[src/rtl/riscv_pkg.sv]
// Shared RV32I definitions for the memory stage.
// Contents: major opcodes, load/store funct3 encodings, fault cause and
// load/store FSM state enums, and an access-size helper.
package riscv_pkg;

    localparam logic [6:0] OPC_LOAD  = 7'b0000011;
    localparam logic [6:0] OPC_STORE = 7'b0100011;

    localparam logic [2:0] F3_LB  = 3'b000;
    localparam logic [2:0] F3_LH  = 3'b001;
    localparam logic [2:0] F3_LW  = 3'b010;
    localparam logic [2:0] F3_LBU = 3'b100;
    localparam logic [2:0] F3_LHU = 3'b101;

    localparam logic [2:0] F3_SB  = 3'b000;
    localparam logic [2:0] F3_SH  = 3'b001;
    localparam logic [2:0] F3_SW  = 3'b010;

    typedef enum logic [1:0] {
        FC_NONE     = 2'b00,
        FC_MISALIGN = 2'b01,
        FC_ILLEGAL  = 2'b10,
        FC_TIMEOUT  = 2'b11
    } fault_cause_t;

    typedef enum logic {
        ST_IDLE   = 1'b0,
        ST_ACCESS = 1'b1
    } lsu_state_t;

    // Low two funct3 bits encode the access size for both loads and stores:
    // 00 byte, 01 half, 10 word.
    function automatic logic [1:0] acc_size(input logic [2:0] f3);
        return f3[1:0];
    endfunction

endpackage

[src/rtl/lsu_load_align.sv]
// Load lane select and extension.
// Ports:
//   i_rdata   - 32-bit word returned by data memory
//   i_addr_lo - byte offset of the load within the word
//   i_funct3  - load funct3 (LB/LH/LW/LBU/LHU)
//   o_data    - sign/zero-extended load result
module lsu_load_align
    import riscv_pkg::*;
(
    input  logic [31:0] i_rdata,
    input  logic [1:0]  i_addr_lo,
    input  logic [2:0]  i_funct3,
    output logic [31:0] o_data
);

    logic [7:0]  w_byte;
    logic [15:0] w_half;

    always_comb begin
        w_byte = i_rdata[8*i_addr_lo +: 8];
        w_half = i_addr_lo[1] ? i_rdata[31:16] : i_rdata[15:0];
        case (i_funct3)
            F3_LB:   o_data = {{24{w_byte[7]}}, w_byte};
            F3_LH:   o_data = {{16{w_half[15]}}, w_half};
            F3_LBU:  o_data = {24'd0, w_byte};
            F3_LHU:  o_data = {16'd0, w_half};
            default: o_data = i_rdata;
        endcase
    end

endmodule

[src/rtl/load_store_unit.sv]
// RV32I load/store unit: checks decoded memory requests, drives a word-wide
// req/ack data-memory port with byte strobes, and returns extended load data.
// Ports:
//   clk, rst_n            - clock, async active-low reset
//   start, mem_*_enable,
//   load/store_operation,
//   addr, store_data,
//   rd_addr               - decoded request from upstream
//   busy                  - stall upstream
//   done, load_*          - completion pulse and load writeback
//   fault, fault_cause    - abort pulse and sticky cause
//   dmem_*                - data memory port
module load_store_unit
    import riscv_pkg::*;
#(
    parameter int ADDR_WIDTH     = 32,
    parameter int TIMEOUT_CYCLES = 16
) (
    input  logic                  clk,
    input  logic                  rst_n,
    input  logic                  start,
    input  logic                  mem_read_enable,
    input  logic                  mem_write_enable,
    input  logic [2:0]            load_operation,
    input  logic [2:0]            store_operation,
    input  logic [ADDR_WIDTH-1:0] addr,
    input  logic [31:0]           store_data,
    input  logic [4:0]            rd_addr,
    output logic                  busy,
    output logic                  done,
    output logic [31:0]           load_data,
    output logic [4:0]            load_rd,
    output logic                  load_we,
    output logic                  fault,
    output logic [1:0]            fault_cause,
    output logic                  dmem_req,
    output logic                  dmem_we,
    output logic [ADDR_WIDTH-3:0] dmem_addr,
    output logic [31:0]           dmem_wdata,
    output logic [3:0]            dmem_wstrb,
    input  logic [31:0]           dmem_rdata,
    input  logic                  dmem_ack
);

    localparam int CNT_W = $clog2(TIMEOUT_CYCLES);

    lsu_state_t   r_state, w_state_nxt;
    logic [CNT_W-1:0] r_cnt;
    logic         r_is_load;
    logic [2:0]   r_f3;
    logic [1:0]   r_addr_lo;
    logic [4:0]   r_rd;
    logic         r_we;
    logic [ADDR_WIDTH-3:0] r_waddr;
    logic [31:0]  r_wdata;
    logic [3:0]   r_wstrb;
    logic         r_done;
    logic         r_load_we;
    logic [31:0]  r_load_data;
    logic [4:0]   r_load_rd;
    logic         r_fault;
    fault_cause_t r_fault_cause;

    logic         w_is_load, w_is_store;
    logic [2:0]   w_f3;
    logic         w_illegal, w_misalign, w_accept, w_reject, w_timeout;
    logic [31:0]  w_wdata;
    logic [3:0]   w_wstrb;
    logic [31:0]  w_load_data;

    // Request classification, valid only while start is high in IDLE.
    always_comb begin
        w_is_load  = mem_read_enable & ~mem_write_enable;
        w_is_store = mem_write_enable & ~mem_read_enable;
        w_f3       = w_is_load ? load_operation : store_operation;
        w_illegal  = ~(w_is_load | w_is_store);
        if (w_is_load && !(load_operation inside {F3_LB, F3_LH, F3_LW, F3_LBU, F3_LHU}))
            w_illegal = 1'b1;
        if (w_is_store && !(store_operation inside {F3_SB, F3_SH, F3_SW}))
            w_illegal = 1'b1;
        w_misalign = ((acc_size(w_f3) == 2'b01) && addr[0]) ||
                     ((acc_size(w_f3) == 2'b10) && (addr[1:0] != 2'b00));
        w_accept   = start && (r_state == ST_IDLE) && !w_illegal && !w_misalign;
        w_reject   = start && (r_state == ST_IDLE) && (w_illegal || w_misalign);
    end

    // Store lane formatting; loads never write a byte.
    always_comb begin
        w_wdata = store_data;
        w_wstrb = 4'b0000;
        if (w_is_store) begin
            case (store_operation)
                F3_SB: begin
                    w_wdata = {4{store_data[7:0]}};
                    w_wstrb = 4'b0001 << addr[1:0];
                end
                F3_SH: begin
                    w_wdata = {2{store_data[15:0]}};
                    w_wstrb = addr[1] ? 4'b1100 : 4'b0011;
                end
                default: begin
                    w_wdata = store_data;
                    w_wstrb = 4'b1111;
                end
            endcase
        end
    end

    always_ff @(posedge clk or negedge rst_n) begin
        if (!rst_n) r_state <= ST_IDLE;
        else        r_state <= w_state_nxt;
    end

    // An ack in the last counted cycle wins over the timeout.
    always_comb begin
        w_state_nxt = r_state;
        w_timeout   = 1'b0;
        case (r_state)
            ST_IDLE: begin
                if (w_accept) w_state_nxt = ST_ACCESS;
            end
            ST_ACCESS: begin
                if (dmem_ack) begin
                    w_state_nxt = ST_IDLE;
                end else if (r_cnt == CNT_W'(TIMEOUT_CYCLES - 1)) begin
                    w_state_nxt = ST_IDLE;
                    w_timeout   = 1'b1;
                end
            end
            default: w_state_nxt = ST_IDLE;
        endcase
    end

    always_ff @(posedge clk or negedge rst_n) begin
        if (!rst_n) begin
            r_cnt         <= '0;
            r_is_load     <= 1'b0;
            r_f3          <= 3'd0;
            r_addr_lo     <= 2'd0;
            r_rd          <= 5'd0;
            r_we          <= 1'b0;
            r_waddr       <= '0;
            r_wdata       <= 32'd0;
            r_wstrb       <= 4'd0;
            r_done        <= 1'b0;
            r_load_we     <= 1'b0;
            r_load_data   <= 32'd0;
            r_load_rd     <= 5'd0;
            r_fault       <= 1'b0;
            r_fault_cause <= FC_NONE;
        end else begin
            r_done    <= (r_state == ST_ACCESS) && dmem_ack;
            r_load_we <= (r_state == ST_ACCESS) && dmem_ack && r_is_load;
            r_fault   <= w_reject || w_timeout;

            if (w_accept) begin
                r_cnt     <= '0;
                r_is_load <= w_is_load;
                r_f3      <= w_f3;
                r_addr_lo <= addr[1:0];
                r_rd      <= rd_addr;
                r_we      <= w_is_store;
                r_waddr   <= addr[ADDR_WIDTH-1:2];
                r_wdata   <= w_wdata;
                r_wstrb   <= w_wstrb;
            end else if ((r_state == ST_ACCESS) && !dmem_ack && !w_timeout) begin
                r_cnt <= r_cnt + 1'b1;
            end

            if ((r_state == ST_ACCESS) && dmem_ack && r_is_load) begin
                r_load_data <= w_load_data;
                r_load_rd   <= r_rd;
            end

            if (w_timeout)     r_fault_cause <= FC_TIMEOUT;
            else if (w_reject) r_fault_cause <= w_illegal ? FC_ILLEGAL : FC_MISALIGN;
        end
    end

    lsu_load_align u_align (
        .i_rdata   (dmem_rdata),
        .i_addr_lo (r_addr_lo),
        .i_funct3  (r_f3),
        .o_data    (w_load_data)
    );

    assign busy        = (r_state == ST_ACCESS) || w_accept;
    assign done        = r_done;
    assign load_data   = r_load_data;
    assign load_rd     = r_load_rd;
    assign load_we     = r_load_we;
    assign fault       = r_fault;
    assign fault_cause = r_fault_cause;
    assign dmem_req    = (r_state == ST_ACCESS);
    assign dmem_we     = r_we;
    assign dmem_addr   = r_waddr;
    assign dmem_wdata  = r_wdata;
    assign dmem_wstrb  = r_wstrb;

endmodule
[config.mk]
export PLATFORM = sky130hd
export DESIGN_NAME = load_store_unit
export DESIGN_NICKNAME = d
export VERILOG_FILES = /design/src/rtl/riscv_pkg.sv /design/src/rtl/lsu_load_align.sv /design/src/rtl/load_store_unit.sv
export SDC_FILE = /design/constraint.sdc
export NUM_CORES = 1
export LEC_CHECK = 0
export BUFFER_PORTS_ARGS = -buffer_cell sky130_fd_sc_hd__buf_2
export CORE_AREA = 2 2 121 99
export DETAILED_ROUTE_END_ITERATION = 6
export DIE_AREA = 0 0 123 101
export PLACE_DENSITY = 0.94
export SLEW_MARGIN = 20
export SYNTH_ARGS = -nofsm -noshare
export SYNTH_HDL_FRONTEND = slang
export SYNTH_SLANG_ARGS = --single-unit
[constraint.sdc]
create_clock -name clk -period 3.69 [get_ports clk]
set_input_delay 0.738 -clock clk [delete_from_list [all_inputs] [get_ports clk]]
set_output_delay 0.738 -clock clk [all_outputs]
set_load 0.01 [all_outputs]
# --- Word-level counts from Yosys, hierarchy flattened ---
# Cells that the tools add are included.
totals:
  wordCells: 90
  regBits: 125
classes:
  n_eq_ne: 12
  shifts: 2
  n_bitwise: 7
  addsub: 1
  reduce_logical: 30
  n_mux: 22
op_table:
  columns: ["cell", "count"]
  rows:
  - ["$pmux 32 s4", 1]
  - ["$pmux 32 s2", 1]
  - ["$mux 32", 1]
  - ["$shiftx 32x6->8", 1]
  - ["$mux 16", 1]
  - ["$mux 4", 4]
  - ["$eq 3x3->1 const B", 4]
  - ["$logic_and 1x1->1", 12]
  - ["$eq 3x1->1 const B", 3]
  - ["$logic_not 3->1", 3]
  - ["$mux 1", 8]
  - ["$pmux 4 s2", 1]
  - ["$eq 3x2->1 const B", 2]
  - ["$logic_not 1->1", 6]
  - ["$mux 2", 3]
  - ["$reduce_bool 2->1", 3]
  - ["$reduce_bool 5->1", 1]
  - ["$add 4x1->4 const B", 1]
  - ["$eq 4x4->1 const B", 1]
  - ["$logic_or 1x1->1", 4]
  - ["$not 1->1", 4]
  - ["$shl 1x2->4 const A", 1]
  - ["$mux 3", 1]
  - ["$reduce_bool 3->1", 1]
  - ["5 further kinds", 6]

# --- Logic depth before layout (Yosys ltp) ---
# Gate-level depths: netlist (run 1).
depth:
  word_depth: 11
  ltp_mapped: 8
  mapped_depth_nobuf: 6

# --- Modules after synthesis ---
# From an unflattened synthesis (run 1), not the netlist that was laid out.
hier_totals:
  hier_cells: 490
  area_unflattened_um2: 6337.3
modules_own_cells:
  columns: ["module", "cells_per_inst", "n_inst", "area_each_um2"]
  rows:
  - ["load_store_unit", 372, 1, 5576.6]
  - ["lsu_load_align", 118, 1, 760.7]

# --- Least setup slack after synthesis (run 1) ---
# Ideal clock, no wire load.
synth_timing:
  path_type: "input to register"
  start: "input mem_read_enable"
  end: "register r_wdata[10] (netlist: dmem_wdata[10])"
  cell_stages: 5
  path_buffers: 1
  t_required_ps: 3565
  path_slack_ps: 1385
  arrival_time_ps: 2181
  cell_sequence: "nor4b_2 > nor2b_1 > buf_2 > mux2_2 > mux2_2"
synth_via:
  elab_chain_len: 9
synth_lines:
  columns: ["element", "line", "source"]
  rows:
  - ["start, declared", "load_store_unit.sv:22", "input logic mem_read_enable,"]
  - ["$not 1->1", "load_store_unit.sv:74", "w_is_store = mem_write_enable & ~mem_read_enable;"]
  - ["$and 1x1->1", "load_store_unit.sv:74", null]
  - ["$or 1x1->1", "load_store_unit.sv:76", "w_illegal = ~(w_is_load | w_is_store);"]
  - ["$not 1->1", "load_store_unit.sv:76", null]
  - ["$mux 1", "load_store_unit.sv:77", "if (w_is_load && !(load_operation inside {F3_LB, F3_LH, F3_LW, F3_LBU, F3_LHU}))"]
  - ["$mux 1", "load_store_unit.sv:79", "if (w_is_store && !(store_operation inside {F3_SB, F3_SH, F3_SW}))"]
  - ["$logic_not 1->1", "load_store_unit.sv:83", "w_accept = start && (r_state == ST_IDLE) && !w_illegal && !w_misalign;"]
  - ["$logic_and 1x1->1 (2 in a row)", "load_store_unit.sv:83", null]
  - ["end signal, assigned", "load_store_unit.sv:164", "r_wdata <= w_wdata;"]
  - ["end, declared", "load_store_unit.sv:55", "logic [31:0] r_wdata;"]
# Parallel ways exist; a longest one is shown, timed or not.
# A chain may end at the register's enable or synchronous reset.

# --- Worst setup path in the final report (run 1) ---
layout_timing:
  start: "input store_operation[0]"
  end: "output busy"
layout_via:
  elab_chain_len: 9
layout_lines:
  columns: ["element", "line", "source"]
  rows:
  - ["start, declared", "load_store_unit.sv:25", "input logic [2:0] store_operation,"]
  - ["$eq 3x1->1, or another cell as far along", "load_store_unit.sv:79", null]
  - ["$reduce_bool 3->1", "load_store_unit.sv:79", null]
  - ["$logic_not 1->1", "load_store_unit.sv:79", null]
  - ["$logic_and 1x1->1", "load_store_unit.sv:79", null]
  - ["$mux 1", "load_store_unit.sv:79", null]
  - ["$logic_not 1->1", "load_store_unit.sv:83", null]
  - ["$logic_and 1x1->1", "load_store_unit.sv:83", null]
  - ["$logic_and 1x1->1 *", "load_store_unit.sv:83", null]
  - ["$logic_or 1x1->1 *", "load_store_unit.sv:187", "assign busy = (r_state == ST_ACCESS) || w_accept;"]
  - ["end, declared", "load_store_unit.sv:29", "output logic busy,"]
# Mark *: on every way between the ends. The rest lies on a longest branch, timed or not.

==> results of run 1 <==
## stage by stage
stage	setup slack [ns]	cells	util [%]	total power (uW)	hold WS (ns)
after floorplan	1.38	515	-	3010	0.435
after global placement	0.863	863	62.6	3670	0.453
after detailed placement	0.792	863	62.6	3750	0.470
after CTS	1.06	895	67.5	5360	0.346
after global routing	0.991	897	67.6	5630	0.361
final	1.02	897	67.6	5360	0.326
## worst max-delay path, delay by kind of cell
family	cells	cell delay, ns
simple gates	1	0.13
compound gates	3	0.58
buf+inv	2	0.46
## final timing paths
check | end | depth (start not counted) | start
worst max register to register | dmem_wdata[29]$_DFFE_PN0P_ | 4 | dmem_req$_DFF_PN0_
worst min-delay path | load_data[0]$_DFFE_PN0P_ | 1 | rst_n
worst min register to register | load_data[14]$_DFFE_PN0P_ | 2 | load_data[14]$_DFFE_PN0P_
max in group asynchronous | r_rd[2]$_DFFE_PN0P_ | 2 | rst_n
worst max-delay path | busy | 6 | store_operation[0]
min in group clk | load_data[14]$_DFFE_PN0P_ | 2 | load_data[14]$_DFFE_PN0P_
## sequential cells by signal (all words and copies together), names as in the netlist
register     count
dmem_wdata      32
load_data       32
dmem_addr       30
load_rd          5
r_rd             5
dmem_wstrb       4
r_cnt            4
r_f3             3
fault_cause      2
r_addr_lo        2
dmem_req         1
dmem_we          1
done             1
fault            1
load_we          1
r_is_load        1
## cell type report
class | instances | area [sq um] | share of cell area (%)
flip-flops and latches | 125 | 3130 | 41.0
multi-input cells | 354 | 2540 | 33.3
repair buffers | 231 | 1200 | 15.8
clock buffers | 18 | 429 | 5.62
well taps | 148 | 185 | 2.43
clock inverters | 14 | 121 | 1.59
inverters | 5 | 18.8 | 0.246
diodes | 2 | 5.00 | 0.0656
## cells by family (layout without fill, tap and decap cells)
family | after synthesis | after routing
buf+inv | 36 | 268
other cells | 0 | 2
xor+xnor | 2 | 2
flops | 125 | 125
fa+ha+maj | 1 | 1
compound gates | 77 | 77
mux | 107 | 107
simple gates | 167 | 167
## power by group through the flow
stage / Clock [uW] / Combinational, uW / Sequential, uW
after floorplan: 0 / 721 / 2290
after global placement: 0 / 1530 / 2140
after detailed placement: 0 / 1590 / 2160
after CTS: 1590 / 1620 / 2160
after global routing: 1660 / 1750 / 2220
final: 1580 / 1610 / 2170
## metal layers
| layer | vias to the layer above | GRT usage, % | wire [um] |
|---|---|---|---|
| li1 | 2258 | - | - |
| met1 | 2570 | 33.7 | 6570 |
| met2 | 297 | 47.5 | 8630 |
| met3 | 49 | 9.67 | 1680 |
| met4 | 6 | 10.9 | 534 |
| met5 | - | 0 | 38 |
## cells in the final DEF, fill, tap and decap left out, drive strengths merged
cell and instances:
o22ai 9, and2 2, a41oi 1, dfrtp 125, nand2 79, and4b 1
nor3b 3, nor4b 1, diode 2, xor2 1, clkbuf 18, nand3b 1
a22o 4, a2111oi 1, mux2i 14, mux2 92, xnor2 1, a21o 2
clkinvlp 3, nand3 36, mux4 1, nand2b 6, a211oi 7, and3 1
a22oi 5, nor2 22, o21bai 1, a21oi 16, clkinv 9, nor2b 6
o21ai 24, buf 231, ha 1, o211ai 3, nor3 9, a31oi 3
inv 6, a211o 1, bufinv 1
==> impl_metrics.tcl, run 1 <==
set metrics [dict create \
    avgSynthCellArea_sq_um 11.3 \
    final-hold-violation-count 0 \
    path_class "in -> out" \
    cts_resized 0 \
    die-area_sq_um 12400 \
    drive_gt1_share_pct 48.3 \
    synth_compound_area_share_pct 8.36 \
    core-area_sq_um 11300 \
    rsz0062_at_grt "false" \
    syn_inst 515 \
    vias_per_cell 5.77 \
    required_ns 2.95 \
    synthArstFlopShare_pct 100 \
    pwr-share-clk_pct 29.5 \
    r2r_slack_ns 1.55 \
    num_vias 5180 \
    synth_edf_count 0 \
    grt_overflow 0 \
    crit_arrival_ns 1.93 \
    root_buffer "clkbuf_16" \
    grt_pass1_vias 5136 \
    drc 0 \
    yosysWarnings 0 \
    clk_path_buf_depth 2 \
    place_congestion 0.877 \
    status "finished, final reports clean" \
    setup_viol 0 \
    yosysTopAreaCell "dfrtp_1" \
    ios 224 \
    post_cts_buffers 0 \
    initial_core_util_pct 51.6 \
    maxCapViolations 0 \
    clk_pin_slew_worst_paths_ns 0.06 \
    tightest_slew_ns 0.874 \
    ant_nets 0 \
    dp_hpwl_um 11900 \
    fmax_mhz 375 \
    dieWidth_um 123 \
    syn_nets 629 \
    min_period_ns 2.67 \
    rows 35 \
    cp_max_fo 15 \
    synth_top_family_by_area "multiplexers" \
    internal-power_uw 3520 \
    dr.pass1.iters 5 \
    fin_crit_sh_pct 72.2 \
    synth_ff_type "dfrtp_1" \
    htree_levels 4 \
    startpoint_type "input pin" \
    synthSimpleGateAreaFrac_pct 13.0 \
    fin_nets 848 \
    slew_violations 0 \
    synth_common_cells "125 x dfrtp_1, 79 x nand2_1, 77 x mux2_2, 36 x nand3_1" \
    dieHeight_um 101 \
    clock_latency_ns 0.41 \
    io_buffers 223 \
    clkSinkCount 125 \
    yosys.area_share.adder_pct 0.214 \
    ys_ff_latch 125 \
    synthDistinctLibCells 42 \
    grt_pass1_wl_um 26800 \
    switchingPower_uw 1840 \
    grt_usage_pct 28.3 \
    cp_cell_sequence "buf_2 > nand2_1 > o22ai_2 > o22ai_2 > a21o_1 > buf_2" \
    post_synth_xor_area_fraction_pct 0.300 \
    ir_drop_uv 531 \
    synth-seq-area-share_pct 53.6 \
    first_iter_violations 400 \
    cts_tree "built" \
    combPwrFrac_pct 30.1 \
    wirelength_um 17500 \
    min_path_type "in -> async" \
    crit_path_end_kind "output pin" \
    synth_mux_area_share_pct 21.5 \
    pwr-share-seq_pct 40.5 \
    wl_per_cell_um 19.5 \
    synth_top_area_share_pct 53.6 \
    grt_max_degree 53 \
    p_leak_uw 0.00384 \
    synth_most_common_cell "dfrtp_1" \
    cts_buffers 17 \
    synth.area.top_cells "dfrtp_1 54%, mux2_2 15%, nand2_1 5.1%" \
    tns_ns 0 \
    antenna_found_initial 5 \
    place_area_sq_um 7080 \
    powerDensity_nw_per_um2 702 \
    final_area_sq_um 7630 \
    fin_skew_ns 0.0117 \
    crit_slowest_cell "buf_2" \
    relSlewSlack_pct 41.6 \
    p_sw_share_pct 34.3 \
    syn-cell-area_sq_um 5830 \
    fill_cells 815 \
    hold_buffers 0 \
    slowest_delay_ns 0.33 \
    area_growth_syn_to_layout_pct 30.8 \
]
Note: power is estimated with default switching activity, not from simulation.
==> inputs of run 2 (changes only) <==
--- a/config.mk
+++ b/config.mk
@@ -6,10 +6,10 @@
 export NUM_CORES = 1
 export LEC_CHECK = 0
 export BUFFER_PORTS_ARGS = -buffer_cell sky130_fd_sc_hd__buf_2
-export CORE_AREA = 2 2 121 99
+export CORE_AREA = 2 2 132 108
 export DETAILED_ROUTE_END_ITERATION = 6
-export DIE_AREA = 0 0 123 101
-export PLACE_DENSITY = 0.94
+export DIE_AREA = 0 0 134 110
+export PLACE_DENSITY = 0.85
 export SLEW_MARGIN = 20
 export SYNTH_ARGS = -nofsm -noshare
 export SYNTH_HDL_FRONTEND = slang
==> constraint.sdc (replaced) <==
create_clock -name clk -period 2.3 [get_ports clk]
set_input_delay 0.46 -clock clk [delete_from_list [all_inputs] [get_ports clk]]
set_output_delay 0.46 -clock clk [all_outputs]
set_load 0.01 [all_outputs]
==> run 2 against run 1 <==
Combinational power rose by 61%. Sequential power rose by 57%. Via count fell by 6.7%. Clock-buffer cell count fell by 1. Clock skew rose by 0.0011 ns. Non-clock buffer count rose by 11. Flip-flop and latch count did not move. Critical path type unchanged. Largest cell class unchanged.
==> impl_metrics.tcl, run 2 (synthesis gave the netlist of run 1 again) <==
set metrics [dict create \
    grt_pass1_wl_um 24500 \
    relSlewSlack_pct 57.1 \
    hold_buffers 0 \
    dieWidth_um 134 \
    min_path_type "in -> async" \
    wl_per_cell_um 16.7 \
    ios 224 \
    clk_pin_slew_worst_paths_ns 0.06 \
    crit_slowest_cell "a21o_1" \
    cp_cell_sequence "buf_2 > nand2b_1 > o22ai_2 > o22ai_2 > buf_4 > a21o_1 > buf_2" \
    tightest_slew_ns 0.643 \
    tns_ns 0 \
    place_congestion 0.885 \
    wirelength_um 15600 \
    ant_nets 0 \
    post_cts_buffers 0 \
    grt_max_degree 126 \
    dp_hpwl_um 11500 \
    cts_buffers 17 \
    fin_skew_ns 0.0127 \
    crit_path_end_kind "output pin" \
    fin_crit_sh_pct 85.6 \
    core-area_sq_um 13400 \
    required_ns 1.84 \
    cts_resized 0 \
    antenna_found_initial 0 \
    cp_num_buf_inv 3 \
    area_growth_syn_to_layout_pct 32.9 \
    p_leak_uw 0.00388 \
    powerDensity_nw_per_um2 1090 \
    ir_drop_uv 578 \
    min_period_ns 1.97 \
    path_class "in -> out" \
    slew_violations 0 \
    num_vias 4834 \
    crit_family "compound AO/OA/AOI/OAI gates" \
    clock_latency_ns 0.41 \
    io_buffers 223 \
    cp_max_fo 7 \
    grt_overflow 0 \
    die-area_sq_um 14700 \
    layout_common_cells "222 x buf_2, 125 x dfrtp_1, 79 x nand2_1, 77 x mux2_2, 35 x nand3_1" \
    maxCapViolations 0 \
    startpoint_type "input pin" \
    clk_path_buf_depth 2 \
    first_iter_violations 277 \
    diodes 0 \
    setup_viol 0 \
    htree_levels 4 \
    crit_arrival_ns 1.51 \
    grt_usage_pct 21.3 \
    initial_core_util_pct 43.7 \
    final_common_cell "buf_2" \
    dieHeight_um 110 \
    fin_nets 859 \
    fmax_mhz 508 \
    drc 0 \
    dr.pass1.iters 5 \
    root_buffer "clkbuf_16" \
    cts_tree "built" \
    rows 38 \
    place_worst_setup_slack_ns 0.248 \
    hold_slack_ns 0.159 \
    vias_per_cell 5.16 \
    drive_gt1_share_pct 49.3 \
    final-hold-violation-count 0 \
    layout_setup_ws_ns 0.332 \
    slowest_delay_ns 0.17 \
    status "finished, final reports clean" \
    rsz0062_at_grt "false" \
    grt_pass1_vias 4946 \
    clkSinkCount 125 \
]
[run 2: cell types whose count changed in the layout (fill, tap and decap cells not counted), moves of 2 or more]
cell / delta
clkinvlp_4: +3
diode_2: -2
clkinv_4: -3
buf_4: +11
[run 2: metal layers]
| layer | up-vias | share of wire (%) | track usage, % |
|---|---|---|---|
| li1 | 2281 | - | - |
| met1 | 2331 | 43 | 26.5 |
| met2 | 196 | 48 | 34.2 |
| met3 | 26 | 7.7 | 7.64 |
| met4 | 0 | 1.4 | 8.59 |
| met5 | - | 0 | 0 |
[run 2: final timing paths]
| kind | from | to | slack, ns | depth (start not counted) |
|---|---|---|---|---|
| setup / recovery | store_operation[0] | busy | 0.33 | 7 |
| hold / removal | rst_n | dmem_wdata[20]$_DFFE_PN0P_ | 0.16 | 2 |
| setup reg to reg | dmem_req$_DFF_PN0_ | dmem_addr[1]$_DFFE_PN0P_ | 0.47 | 4 |
| hold reg to reg | r_rd[3]$_DFFE_PN0P_ | load_rd[3]$_DFFE_PN0P_ | 0.47 | 2 |
| max in group asynchronous | rst_n | r_f3[0]$_DFFE_PN0P_ | 1.67 | 2 |
| min in group clk | dmem_rdata[6] | load_data[6]$_DFFE_PN0P_ | 0.25 | 3 |
[run 2: final cells by class]
class	instances	area (sq um)
clock buffers	17	425
flip-flops and latches	125	3130
inverters	5	18.8
fillers	1117	5610
repair buffers	242	1290
well taps	180	225
clock inverters	14	121
multi-input cells	354	2550
[run 2: worst register-to-register path, stage by stage, from the launching register on]
cell     delay (ns)
dfrtp_1        0.46
nor2b_1        0.33
and2_4         0.25
buf_12         0.25
mux2_2         0.43
[run 2: report_power, final]
| part | total, uW | leakage, uW | switching, uW | internal (uW) |
|---|---|---|---|---|
| logic | 2600 | 0.00209 | 1350 | 1250 |
| clock network | 2470 | 0.000253 | 993 | 1480 |
| registers | 3410 | 0.00154 | 459 | 2950 |
| total | 8480 | 0.00388 | 2800 | 5670 |
[run 2: stage by stage]
stage	cell area (sq um)	total power (uW)	std cells	util (%)
3_5_place_dp	7210	6040	906	53.9
2_1_floorplan	5830	4830	515	-
3_3_place_gp	7210	5940	906	53.9
6_report	7750	8480	937	58.0
4_1_cts	7750	8540	937	58.0
5_1_grt	7750	8980	937	58.0
